$ cat src/rtl/fmv_pixel_pacer.sv
// FMV pixel pacer: buffers decoder pixel bursts in a small FIFO and releases
// one pixel per sample-rate-converter strobe, applying per-line crop/width,
// black padding for short or starved lines, and a sticky underflow flag.
module fmv_pixel_pacer #(
  parameter int DEPTH   = 16,
  parameter int PIXEL_W = 24
) (
  input  logic               clk30,
  input  logic               reset,
  input  logic               in_valid,
  output logic               in_ready,
  input  logic [PIXEL_W-1:0] in_pixel,
  input  logic               in_sol,
  input  logic               newpixel,
  input  logic               line_start,
  input  logic [9:0]         crop_left,
  input  logic [9:0]         out_width,
  output logic [PIXEL_W-1:0] out_pixel,
  output logic               out_valid,
  output logic               out_line_done,
  output logic               underflow,
  input  logic               clear_underflow
);

  localparam int AW = $clog2(DEPTH);

  typedef enum logic [1:0] {IDLE, SYNC, SKIP, EMIT} state_t;

  // FIFO entries are {sol, pixel}; pointers carry one extra wrap bit
  logic [PIXEL_W:0]   mem [DEPTH];
  logic [AW:0]        wr_ptr, rd_ptr;
  logic               empty, full, push, pop;
  logic [PIXEL_W:0]   head;
  logic               head_sol;
  logic [PIXEL_W-1:0] head_pix;

  state_t     state, state_d;
  logic [9:0] skip_cnt, skip_d, emit_cnt, emit_d;
  // set once the first pixel of the current line has left the FIFO; any
  // sol seen after that belongs to the next line
  logic       took_first, first_d;
  logic       fire, black, set_uf, done_d;

  assign empty    = (wr_ptr == rd_ptr);
  assign full     = (wr_ptr[AW] != rd_ptr[AW]) &&
                    (wr_ptr[AW-1:0] == rd_ptr[AW-1:0]);
  assign in_ready = !full;
  assign push     = in_valid && !full;
  assign head     = mem[rd_ptr[AW-1:0]];
  assign head_sol = head[PIXEL_W];
  assign head_pix = head[PIXEL_W-1:0];

  // FIFO storage write (no reset needed; validity comes from the pointers)
  always_ff @(posedge clk30) begin
    if (push) mem[wr_ptr[AW-1:0]] <= {in_sol, in_pixel};
  end

  // FIFO pointers; pop is only ever raised when the FIFO was non-empty
  always_ff @(posedge clk30) begin
    if (reset) begin
      wr_ptr <= '0;
      rd_ptr <= '0;
    end else begin
      if (push) wr_ptr <= wr_ptr + 1'b1;
      if (pop)  rd_ptr <= rd_ptr + 1'b1;
    end
  end

  // line state register and per-line counters
  always_ff @(posedge clk30) begin
    if (reset) begin
      state      <= IDLE;
      skip_cnt   <= '0;
      emit_cnt   <= '0;
      took_first <= 1'b0;
    end else begin
      state      <= state_d;
      skip_cnt   <= skip_d;
      emit_cnt   <= emit_d;
      took_first <= first_d;
    end
  end

  // next-state, pop and emission decisions
  always_comb begin
    state_d = state;
    skip_d  = skip_cnt;
    emit_d  = emit_cnt;
    first_d = took_first;
    pop     = 1'b0;
    fire    = 1'b0;
    black   = 1'b0;
    set_uf  = 1'b0;
    done_d  = 1'b0;
    if (line_start) begin
      // start (or abort and restart) a line with freshly latched geometry
      skip_d  = crop_left;
      emit_d  = out_width;
      first_d = 1'b0;
      if (out_width == 10'd0) begin
        state_d = IDLE;
        done_d  = 1'b1;
      end else begin
        state_d = SYNC;
      end
    end else begin
      case (state)
        SYNC: begin
          if (!empty) begin
            if (head_sol) state_d = SKIP;
            else          pop     = 1'b1;
          end
        end
        SKIP: begin
          if (skip_cnt == 10'd0) begin
            state_d = EMIT;
          end else if (!empty) begin
            if (head_sol && took_first) begin
              state_d = EMIT;
            end else begin
              pop     = 1'b1;
              skip_d  = skip_cnt - 10'd1;
              first_d = 1'b1;
            end
          end
        end
        EMIT: begin
          if (newpixel) begin
            fire = 1'b1;
            if (!empty && !(head_sol && took_first)) begin
              pop     = 1'b1;
              first_d = 1'b1;
            end else begin
              black  = 1'b1;
              set_uf = empty;
            end
            emit_d = emit_cnt - 10'd1;
            if (emit_cnt <= 10'd1) begin
              done_d  = 1'b1;
              state_d = IDLE;
            end
          end
        end
        default: state_d = IDLE;
      endcase
    end
  end

  // registered output stage and sticky underflow (set beats clear)
  always_ff @(posedge clk30) begin
    if (reset) begin
      out_pixel     <= '0;
      out_valid     <= 1'b0;
      out_line_done <= 1'b0;
      underflow     <= 1'b0;
    end else begin
      out_valid     <= fire;
      out_line_done <= done_d;
      if (fire) out_pixel <= black ? '0 : head_pix;
      if (set_uf)               underflow <= 1'b1;
      else if (clear_underflow) underflow <= 1'b0;
    end
  end

endmodule

$ cat config.mk
export PLATFORM = sky130hd
export DESIGN_NAME = fmv_pixel_pacer
export DESIGN_NICKNAME = d
export VERILOG_FILES = /design/src/rtl/fmv_pixel_pacer.sv
export SDC_FILE = /design/constraint.sdc
export NUM_CORES = 1
export LEC_CHECK = 0
export BUFFER_PORTS_ARGS = -buffer_cell sky130_fd_sc_hd__buf_4
export CORE_ASPECT_RATIO = 0.75
export CORE_MARGIN = 3
export CORE_UTILIZATION = 55
export DETAILED_ROUTE_END_ITERATION = 10
export GPL_ROUTABILITY_DRIVEN = 0
export GPL_TIMING_DRIVEN = 1
export HOLD_SLACK_MARGIN = 0.08
export PLACE_DENSITY = 0.73
export SYNTH_ARGS = -nofsm -noshare
export SYNTH_HDL_FRONTEND = slang
export SYNTH_SLANG_ARGS = --single-unit
$ cat constraint.sdc
create_clock -name clk30 -period 3.2 [get_ports clk30]
set_input_delay 0.64 -clock clk30 [delete_from_list [all_inputs] [get_ports clk30]]
set_output_delay 0.64 -clock clk30 [all_outputs]
set_load 0.01 [all_outputs]
==> results of run 1 <==
power groups by stage:
stage               registers (mW)  clock network [mW]  logic (mW)
floorplan                     6.81                   0       0.286
global placement              6.81                   0       0.495
detailed placement            6.82                   0       0.508
CTS                           6.69                5.53       0.510
global route                  6.69                5.78       0.554
finish                        6.69                5.42       0.510
layer usage:
metal,GRT usage,vias to the layer above,wire length [um]
li1,-,4091,-
met1,0.332,4902,16800
met2,0.339,370,17900
met3,0.0483,41,3220
met4,0.0465,0,547
met5,0,-,0
final timing paths:
kind	start	cells after the start	end	slack [ns]
max	wr_ptr[3]$_SDFFE_PP0P_	6	mem[1][6]$_DFFE_PP_	0.45
min	out_width[4]	3	emit_cnt[4]$_SDFFE_PP0P_	0.34
max reg2reg	wr_ptr[3]$_SDFFE_PP0P_	6	mem[1][6]$_DFFE_PP_	0.45
min reg2reg	out_pixel[22]$_SDFFE_PP0P_	2	out_pixel[22]$_SDFFE_PP0P_	0.46
state kept, by name, summed over array words and instances, names as in the netlist, named ones only:
register and count:
mem 400, wr_ptr 5, skip_cnt 10, state 2, out_valid 1, emit_cnt 10, out_pixel 24, underflow 1
took_first 1, rd_ptr 5, out_line_done 1
critical path, cell delays in order (launching register included):
cell and delay [ns]:
dfxtp_1 0.60, xor2_1 0.30, nor4_4 0.10, a21boi_2 0.34
nand2_1 0.32, nor3_2 0.32, buf_4 0.42
final cells by class:
class / count / area, sq um
fill: 2228 / 11400
inverter: 18 / 67.6
clock inverter: 25 / 324
sequential: 464 / 13300
clock buffer: 57 / 1190
tap: 442 / 553
timing repair buffer: 112 / 941
multi-input combinational: 409 / 4850
Yosys cell counts (all sizes together) (4+ instances only):
cell type / instances
nor3: 19
nor2b: 9
clkbuf: 27
nand4: 5
a21oi: 25
buf: 23
inv: 18
o21ai: 4
edfxtp: 400
nand3: 9
nor2: 47
dfxtp: 64
nor4: 5
mux4: 121
or2: 4
nand2: 32
nor4b: 5
or3: 5
ha: 13
xnor2: 7
a2111oi: 8
a211oi: 4
a311oi: 5
mux2i: 11
a32o: 18
xor2: 12
mux2: 6
nand2b: 5
per-stage QoR:
step | cells | utilization | power [mW] | worst slack [ns] | hold slack, ns
6_report | 1527 | 0.650 | 12.6 | 0.448 | 0.335
5_1_grt | 1527 | 0.650 | 13.0 | 0.266 | 0.325
4_1_cts | 1527 | 0.650 | 12.7 | 0.472 | 0.310
3_5_place_dp | 1445 | 0.604 | 7.32 | 0.483 | 0.449
3_3_place_gp | 1445 | 0.604 | 7.31 | 0.548 | 0.452
2_1_floorplan | 941 | - | 7.09 | -0.207 | 0.481
cell families (layout without fill, tap and decap cells):
kind of cell | count (synthesis) | after routing | share of synthesized area
buffers and inverters | 68 | 212 | 0.0185
flip-flops | 464 | 464 | 0.724
adder cells (fa/ha/maj) | 13 | 13 | 0.00886
AND/OR/NAND/NOR | 157 | 157 | 0.0448
AO/OA/AOI/OAI | 82 | 82 | 0.0368
multiplexers | 138 | 138 | 0.158
XOR/XNOR | 19 | 19 | 0.00906
==> results by group, run 1 <==
Detailed routing
  • Via count: 9404
  • Vias per cell: between 6 and 7
  • Initial DRC count: ~920
  • DRC Markers: 0
  • DRT Pass-1 Iters: 5
  • Post-route antenna net violation count: 0
  • Wire per inst: 25.2 um
  • Post-Route WL: a little under 40 mm

Floorplan
  • Rows: 57
  • Die Ht: between 150 and 200 um
  • Initial Util: 0.562
  • Die Span X: approximately 220 um
  • Total core area: between 0.03 and 0.04 sq mm
  • Total I/O pin count: 79
  • DIE AREA: ~0.036 sq mm

CTS
  • CTS Buffer Depth: 3
  • CTS sink count: about 460
  • TritonCTS clock tree: done
  • Clk_lat worst skew: about 0.57 ns
  • Num CTS Buffers: 44
  • Setup bufs post-CTS: 0
  • H-tree depth: 2
  • CTS resizes: 0
  • Post-CTS Hold Buffers: 0
  • Clock Tree Root: clkbuf_16
  • Worst-path clk slew: approximately 0.06 ns

Synth
  • Post-synth EDFFs: 400
  • Syn nets: 1005
  • Synth top area share: 0.654
  • YS warnings: 0
  • Synth cell types: 64
  • Yosys reg bits: around 460
  • Mapped Cells: 941
  • Area leader, netlist: edfxtp_1
  • Async SR Flop Fraction: 0
  • Sequential fraction of the synthesis area: 0.724
  • Cell area after synthesis: between 0.015 and 0.02 sq mm
  • Synth Flop Type: edfxtp_1
  • Synth area leaders: edfxtp_1 65%, mux4_2 15%, dfxtp_1 7.0%
  • Syn_area_per_cell: about 20 sq um

STA
  • Final setup fails: 0
  • Final Hold Fails: 0
  • Clk_skew: 0.0259 ns
  • Slew Limit Headroom: 0.442
  • RSZ-0062 raised after global routing: false
  • Crit share post-route: 0.860
  • Worst-margin pin slew: approximately 0.84 ns
  • Total negative slack: 0 ns
  • Slew Viols, Final: 0
  • Max Freq: roughly 360 MHz
  • Minimum clock period: 2.75 ns

Min path
  • HP Class: in2reg

Worst setup path
  • WP data required: 3.41 ns
  • Critical Path Source Type: flip-flop
  • CP Data Arrival Time: slightly below 3 ns
  • CP endpoint kind: flip-flop
  • CP Max Fanout: 18
  • CP Class: reg2reg

Place
  • Placed inst area: 0.0197 sq mm
  • Port bufs: slightly below 80
  • Hpwl dp: 22.5 mm

Outcome
  • Status: completed

Pwr
  • LEAKAGE: 6.85 nW
  • Switching pwr: ~2.6 mW
  • Internal: between 10 and 15 mW
  • VDD IR max: roughly 0.52 mV
  • Sw Ratio: 0.203
  • Clock share of power: 0.430
  • Flop pwr share: 0.530
  • Power density cells: 594 mW/mm^2
  • Logic pwr share: 0.040

Global routing
  • Initial antenna violation count: 0
  • Largest net degree at the start of global routing: 67
  • Vias in the first global route: approximately 9500
  • First-pass GRT wire length: 58.5 mm
  • GRT overflow: 0
  • Gr usage total: 0.221

Finish
  • Commonest non-fill, non-tap cell in the layout: edfxtp_1
  • Fin area: ~0.021 sq mm
  • Share of layout cells above drive strength 1: 0.309
  • Antenna cell count: 0
  • Commonest cells after routing, fill and taps aside: 400 x edfxtp_1, 121 x mux4_2, 104 x buf_4
  • Final nets: ~1100
  • Layout Area Growth over Synthesis: 15.6%

Flow run
  • MaxCap Viol Count: 0
Power figures use the tool's default switching activity.
==> inputs of run 2 (changes only) <==
ABC_AREA = 1   (was default)
==> run 2 against run 1 <==
Global-route usage grew 3.3 points. Final cell count grew 43%. Wire length grew 24%. Worst setup slack gained 0.13 ns. Fmax grew 4.9%. Critical path depth grew 5. Non-clock buffer count shrank 11. Critical endpoint is now out_pixel[4]$_SDFFE_PP0P_. Clock skew shrank 0.016 ns. Register-to-register slack gained 0.13 ns.
==> results by group, run 2 <==
Finish
  • Share of layout cells above drive strength 1: 0.136 (-0.173)
  • Antenna cell count: 0 (unchanged)
  • Final nets: 1761 (+58%)
  • Non-Filler Instances: 2182 (+43%)
  • Fin area: 0.0216 sq mm (+1.6%)
  • Max FFs per register: 400 (unchanged)
  • Commonest cells after routing, fill and taps aside: 423 x nand2_1, 400 x edfxtp_1, 202 x nand3_1
  • Commonest non-fill, non-tap cell in the layout: nand2_1
  • Layout Area Growth over Synthesis: 12.5%

Synth
  • Area leader, netlist: edfxtp_1
  • Cell area after synthesis: 0.0192 sq mm (+4.5%)
  • Post-synth EDFFs: 400 (unchanged)
  • Sequential fraction of the synthesis area: 0.693 (-0.0312)
  • Post-Synth Adder-Cell Area: 0.00848 (-0.000382)
  • Mux cell area share after synthesis: 0 (-0.158)
  • Top post-synthesis cells by count: 423 x nand2_1, 400 x edfxtp_1, 202 x nand3_1, 141 x a21oi_1
  • Yosys reg bits: 464 (unchanged)
  • Synth Area in Simple Gates: 0.168 (+0.123)
  • Synth Area in XOR/XNOR: 0.00867 (-0.000391)
  • Syn nets: 1713 (+70%)
  • Synth Area in Compound Gates: 0.0846 (+0.0478)
  • Most frequent cell after synthesis: nand2_1
  • Mapped Cells: 1649 (+75%)
  • Synth area leaders: edfxtp_1 63%, nand2_1 8.3%, dfxtp_1 6.7%
  • Synth top area share: 0.626 (-0.0282)
  • YS warnings: 0 (unchanged)
  • Synth cell types: 45 (-30%)
  • Syn_area_per_cell: 11.6 sq um (-40%)
  • Synth Flop Type: edfxtp_1
  • Async SR Flop Fraction: 0 (unchanged)
  • Main combinational cell family by area after synthesis: simple AND/OR/NAND/NOR gates

Min path
  • HP Class: in2reg

STA
  • Crit share post-route: 0.820 (-0.0404)
  • Max Freq: 381 MHz (+4.9%)
  • Total negative slack: 0 ns (unchanged)
  • Slew Limit Headroom: 0.314 (-0.129)
  • Minimum clock period: 2.62 ns (-0.129 ns)
  • RSZ-0062 raised after global routing: false
  • Final setup fails: 0 (unchanged)
  • Slew Viols, Final: 0 (unchanged)
  • Final Hold Fails: 0 (unchanged)
  • Final hold slack: 0.291 ns (-0.0438 ns)
  • Worst-margin pin slew: 1.03 ns (+0.194 ns)
  • Clk_skew: 0.00985 ns (-0.0160 ns)

Floorplan
  • Total core area: 0.0340 sq mm (+4.0%)
  • Die Span X: 222 um (+2.2%)
  • Die Ht: 168 um (+2.1%)
  • Rows: 58 (+1.8%)
  • DIE AREA: 0.0372 sq mm (+4.4%)
  • Initial Util: 0.565 (+0.00285)
  • Total I/O pin count: 79 (unchanged)

CTS
  • CTS resizes: 0 (unchanged)
  • Clock Tree Root: clkbuf_16
  • Setup bufs post-CTS: 0 (unchanged)
  • CTS sink count: 464 (unchanged)
  • Clk_lat worst skew: 0.56 ns (about the same)
  • Worst-path clk slew: 0.06 ns (about the same)
  • CTS Buffer Depth: 3 (unchanged)
  • Num CTS Buffers: 43 (-2.3%)
  • TritonCTS clock tree: done
  • Post-CTS Hold Buffers: 0 (unchanged)
  • H-tree depth: 2 (unchanged)

Worst setup path
  • Crit-path cells: buf_12, nand2_1, nand3_1, nand3_1, nand3_2, nand2_4, nand2_4, nand2_4, inv_4, nand4_2, a21oi_2
  • CP Max Fanout: 200 (+182)
  • Buf/Inv on CP: 2 (+1)
  • Depth of the most critical reg-to-reg path: 11 (+5)
  • Worst path most repeated cell: nand2_4
  • Register-to-Register Setup Slack: 0.58 ns (+0.13 ns)
  • Critical Path Source Type: flip-flop
  • CP Data Arrival Time: 3.11 ns (+0.15 ns)
  • CP endpoint kind: flip-flop
  • CP Class: reg2reg
  • WP data required: 3.69 ns (+0.28 ns)
  • Family with the most delay on the worst path: simple AND/OR/NAND/NOR gates
  • Worst R2R End: out_pixel[4]$_SDFFE_PP0P_
  • Critical Path Stages: 11 (+5)
  • Largest stage delay, worst path: 0.52 ns (-0.08 ns)
  • CP Capture Point: out_pixel[4]$_SDFFE_PP0P_
  • CP max stage cell: buf_12

Pwr
  • VDD IR max: 0.414 mV (-21%)
  • LEAKAGE: 7.78 nW (+13%)
  • Power density cells: 591 mW/mm^2 (-0.49%)
  • PnR Total Power: 12.8 mW (+1.1%)

Detailed routing
  • Post-Route WL: 47.5 mm (+24%)
  • DRT Pass-1 Iters: 5 (unchanged)
  • Post-route antenna net violation count: 0 (unchanged)
  • Initial DRC count: 1641 (+79%)
  • Wire per inst: 21.8 um (-14%)
  • DRC Markers: 0 (unchanged)
  • Vias per cell: 5.97 (-3.0%)
  • Via count: 13029 (+39%)

Flow run
  • MaxCap Viol Count: 0 (unchanged)

Place
  • Dpl cells: 2102 (+45%)
  • Hpwl dp: 27.5 mm (+22%)
  • Port bufs: 78 (unchanged)
  • Placed inst area: 0.0202 sq mm (+2.4%)

Global routing
  • Largest net degree at the start of global routing: 201 (+200%)
  • First-pass GRT wire length: 73.8 mm (+26%)
  • Initial antenna violation count: 0 (unchanged)
  • Vias in the first global route: 12508 (+31%)
  • GRT overflow: 0 (unchanged)
  • Gr usage total: 0.253 (+0.0327)

Outcome
  • Status: completed
[run 2: cell types whose count changed after synthesis, moves of 15 or more]
| cell | before | now |
|---|---|---|
| nand3_1 | 9 | 202 |
| a32o_1 | 18 | 0 |
| nor2_1 | 47 | 64 |
| mux4_2 | 121 | 0 |
| nand2_1 | 32 | 423 |
| o21ai_0 | 2 | 29 |
| o21ai_1 | 1 | 16 |
| buf_2 | 12 | 51 |
| inv_1 | 17 | 44 |
| a21oi_1 | 25 | 141 |
| a22oi_1 | 1 | 44 |
[run 2: worst min path at each step]
stage	from	to	slack [ns]	cells past startpoint
finish	clear_underflow	underflow$_SDFFE_PP0P_	0.29	2
global route	clear_underflow	underflow$_SDFFE_PP0P_	0.28	2
CTS	clear_underflow	underflow$_SDFFE_PP0P_	0.27	2
detailed placement	out_pixel[8]$_SDFFE_PP0P_	out_pixel[8]$_SDFFE_PP0P_	0.48	2
global placement	out_pixel[3]$_SDFFE_PP0P_	out_pixel[3]$_SDFFE_PP0P_	0.47	2
floorplan	skip_cnt[0]$_SDFFE_PP0P_	skip_cnt[0]$_SDFFE_PP0P_	0.45	2
[run 2: report_power, final]
group | internal [mW] | switching [mW] | total [mW]
Combinational | 0.277 | 0.640 | 0.917
Clock | 2.89 | 2.24 | 5.13
Sequential | 6.66 | 0.0577 | 6.72
Total | 9.83 | 2.93 | 12.8
[run 2: cell families after synthesis]
| group | after synthesis |
|---|---|
| xor gates and xnor gates | 19 |
| adders and majority gates | 13 |
| DFF | 464 |
| AOI/OAI and AO/OA | 272 |
| and+or+nand+nor | 731 |
| buffers and inverters | 150 |
[run 2: layer usage]
layer | vias to the layer above | GRT usage | part of all wire
met2 | 590 | 0.393 | 0.46
li1 | 5982 | - | -
met3 | 77 | 0.0422 | 0.082
met1 | 6380 | 0.373 | 0.43
met4 | 0 | 0.0778 | 0.024
met5 | - | 0 | 0
[run 2: stage by stage]
| step | setup WS, ns | util |
|---|---|---|
| floorplan | 0.702 | - |
| global placement | 0.776 | 0.594 |
| detailed placement | 0.701 | 0.594 |
| CTS | 0.708 | 0.635 |
| global route | 0.460 | 0.635 |
| finish | 0.577 | 0.635 |
[run 2: final cells by class]
class                           instances  area (sq um)
Sequential cell                       464         13300
Fill cell                            2568         12400
Multi-Input combinational cell       1035          5290
Clock buffer                           55          1150
Timing Repair Buffer                  101           821
Tap cell                              450           563
Clock inverter                         25           246
Inverter                               52           205
==> inputs of run 3 (changes only) <==
ABC_AREA = 0   (was 1)
clock period = 2.4 ns   (was 3.2 ns; I/O delays follow)
==> run 3 against run 2 <==
Clock skew grew 0.0057 ns. Sequential share of layout area fell by 0.44 points. Via count shrank 27%. Clock power rose by 38%. Highest routed layer unchanged. Largest cell class unchanged. Final cell count decreased by 29%. Non-clock buffer count increased by 46. Hold slack got worse by 0.12 ns. Critical endpoint is now out_pixel[10]$_SDFFE_PP0P_. Combinational power is 19% lower. Fmax is 14% higher.
==> results by group, run 3 (same netlist as run 1, synthesis figures left out) <==
Flow run
  • MaxCap Viol Count: 0 (unchanged)

Detailed routing
  • Post-Route WL: 40.2 mm (-15%)
  • DRT Pass-1 Iters: 7 (+2)
  • Via count: 9551 (-27%)
  • DRC Markers: 0 (unchanged)
  • Initial DRC count: 1084 (-34%)
  • Post-route antenna net violation count: 0 (unchanged)
  • Wire per inst: 25.8 um (+19%)
  • Vias per cell: 6.13 (+2.6%)

CTS
  • Post-CTS Hold Buffers: 0 (unchanged)
  • Clk_lat worst skew: 0.56 ns (about the same)
  • Clock Tree Root: clkbuf_16
  • Worst-path clk slew: 0.06 ns (about the same)
  • CTS sink count: 464 (unchanged)
  • CTS Buffer Depth: 3 (unchanged)
  • H-tree depth: 2 (unchanged)
  • Num CTS Buffers: 43 (unchanged)
  • TritonCTS clock tree: done

Pwr
  • LEAKAGE: 7.06 nW (-9.2%)
  • Power density cells: 769 mW/mm^2 (+30%)
  • VDD IR max: 0.612 mV (+48%)

STA
  • Final setup fails: 0 (unchanged)
  • Slew Viols, Final: 0 (unchanged)
  • Final hold slack: 0.172 ns (-0.120 ns)
  • Final worst slack: 0.0980 ns (-0.479 ns)
  • Max Freq: 434 MHz (+14%)
  • Worst-margin pin slew: 0.561 ns (-0.468 ns)
  • Clk_skew: 0.0156 ns (+0.00575 ns)
  • Minimum clock period: 2.30 ns (-0.321 ns)
  • Slew Limit Headroom: 0.626 (+0.312)
  • Final Hold Fails: 0 (unchanged)
  • Crit share post-route: 0.959 (+0.140)
  • RSZ-0062 raised after global routing: true

Global routing
  • Gr usage total: 0.233 (-0.0205)
  • GRT overflow: 0 (unchanged)
  • Initial antenna violation count: 0 (unchanged)
  • Largest net degree at the start of global routing: 51 (-75%)
  • First-pass GRT wire length: 61.0 mm (-17%)
  • Vias in the first global route: 9602 (-23%)

Floorplan
  • Die Span X: 217 um (-2.1%)
  • DIE AREA: 0.0356 sq mm (-4.2%)
  • Initial Util: 0.562 (-0.00285)
  • Die Ht: 164 um (-2.1%)
  • Rows: 57 (-1.7%)
  • Total core area: 0.0327 sq mm (-3.8%)
  • Total I/O pin count: 79 (unchanged)

Place
  • Port bufs: 78 (unchanged)
  • Placed inst area: 0.0202 sq mm (+0.11%)
  • Hpwl dp: 23.2 mm (-16%)
  • Dpl cells: 1475 (-30%)
  • Worst slack at placement: 0.103 ns (-0.599 ns)

Finish
  • Non-Filler Instances: 1559 (-29%)
  • FF+latch area: 0.0133 sq mm (unchanged)
  • Final nets: 1147 (-35%)
  • Layout Area Growth over Synthesis: 18.4%
  • Commonest cells after routing, fill and taps aside: 400 x edfxtp_1, 121 x mux4_2, 121 x buf_4
  • Area of the multi-input gates: 0.00492 sq mm (-7.1%)
  • Antenna cell count: 0 (unchanged)
  • Commonest non-fill, non-tap cell in the layout: edfxtp_1
  • Max FFs per register: 400 (unchanged)
  • Share of layout cells above drive strength 1: 0.338 (+0.203)
  • Fin area: 0.0217 sq mm (+0.72%)
  • Number of fillers in the final layout: 2165 (-16%)

Worst setup path
  • CP Max Fanout: 14 (-93%)
  • CP Class: reg2reg
  • Critical Path Source Type: flip-flop
  • CP Data Arrival Time: 2.74 ns (-0.37 ns)
  • Depth of the most critical reg-to-reg path: 5 (-6)
  • CP endpoint kind: flip-flop
  • WP data required: 2.84 ns (-0.85 ns)

Min path
  • Worst hold stages: 3 (+1)
  • HP Class: in2reg

Outcome
  • Status: completed
==> run 3: cell count changes in the layout (fill, tap and decap cells not counted), sizes merged, moves of 18 or more <==
| cell | before | now |
|---|---|---|
| nand2 | 434 | 32 |
| nand3 | 211 | 9 |
| a21oi | 150 | 25 |
| mux4 | 0 | 121 |
| buf | 101 | 147 |
| a22oi | 44 | 1 |
| o21ai | 45 | 4 |
| inv | 53 | 19 |
| nor2 | 67 | 47 |
| a32o | 0 | 18 |
==> run 3: layer usage <==
layer	global-route usage	wire length [um]	share of wire	vias up
li1	-	-	-	4151
met1	0.352	17500	0.44	4952
met2	0.355	18800	0.47	396
met3	0.0501	3360	0.084	52
met4	0.0533	589	0.015	0
met5	0	0	0	-
==> run 3: critical path, stage by stage (launching register included) <==
cell and delay (ns):
dfxtp_4 0.48, buf_12 0.21, buf_4 0.23, mux4_2 0.52, mux4_2 0.47, a32o_1 0.27
==> run 3: worst paths after layout <==
path	start	endpoint	slack, ns
worst min-delay path	out_width[3]	emit_cnt[3]$_SDFFE_PP0P_	0.17
worst max register to register	flip-flop	out_pixel[10]$_SDFFE_PP0P_	0.1
worst max-delay path	flip-flop	out_pixel[10]$_SDFFE_PP0P_	0.1
worst min register to register	out_pixel[17]$_SDFFE_PP0P_	out_pixel[17]$_SDFFE_PP0P_	0.46
==> run 3: through the flow <==
stage / TNS, ns / power (mW) / utilization
floorplan: -94.98 / 9.46 / -
global placement: 0 / 9.78 / 0.619
detailed placement: 0 / 9.80 / 0.619
CTS: 0 / 16.8 / 0.664
global route: -0.0822 / 17.3 / 0.666
finish: 0 / 16.7 / 0.666
==> run 3: final cells by class <==
cell class	count	share of cell area
clock inverters	21	0.0123
well taps	442	0.0254
clock buffers	58	0.0554
multi-input cells	409	0.226
repair buffers	147	0.0657
flip-flops and latches	464	0.612
inverters	18	0.00311
==> run 3: power breakdown <==
part	total, mW	switching, mW	internal, mW
clock network	7.06	2.88	4.18
registers	8.91	0.0517	8.86
logic	0.743	0.430	0.313
==> run 3: repair_timing <==
| item | in CTS | in global routing |
|---|---|---|
| gates resized for setup | 0 | 6 |
| pin swaps | 1 | 1 |
| buffers inserted | 1 | 4 |
| hold endpoints to repair | 0 | 0 |
| endpoints found under the setup margin | 1 | 52 |
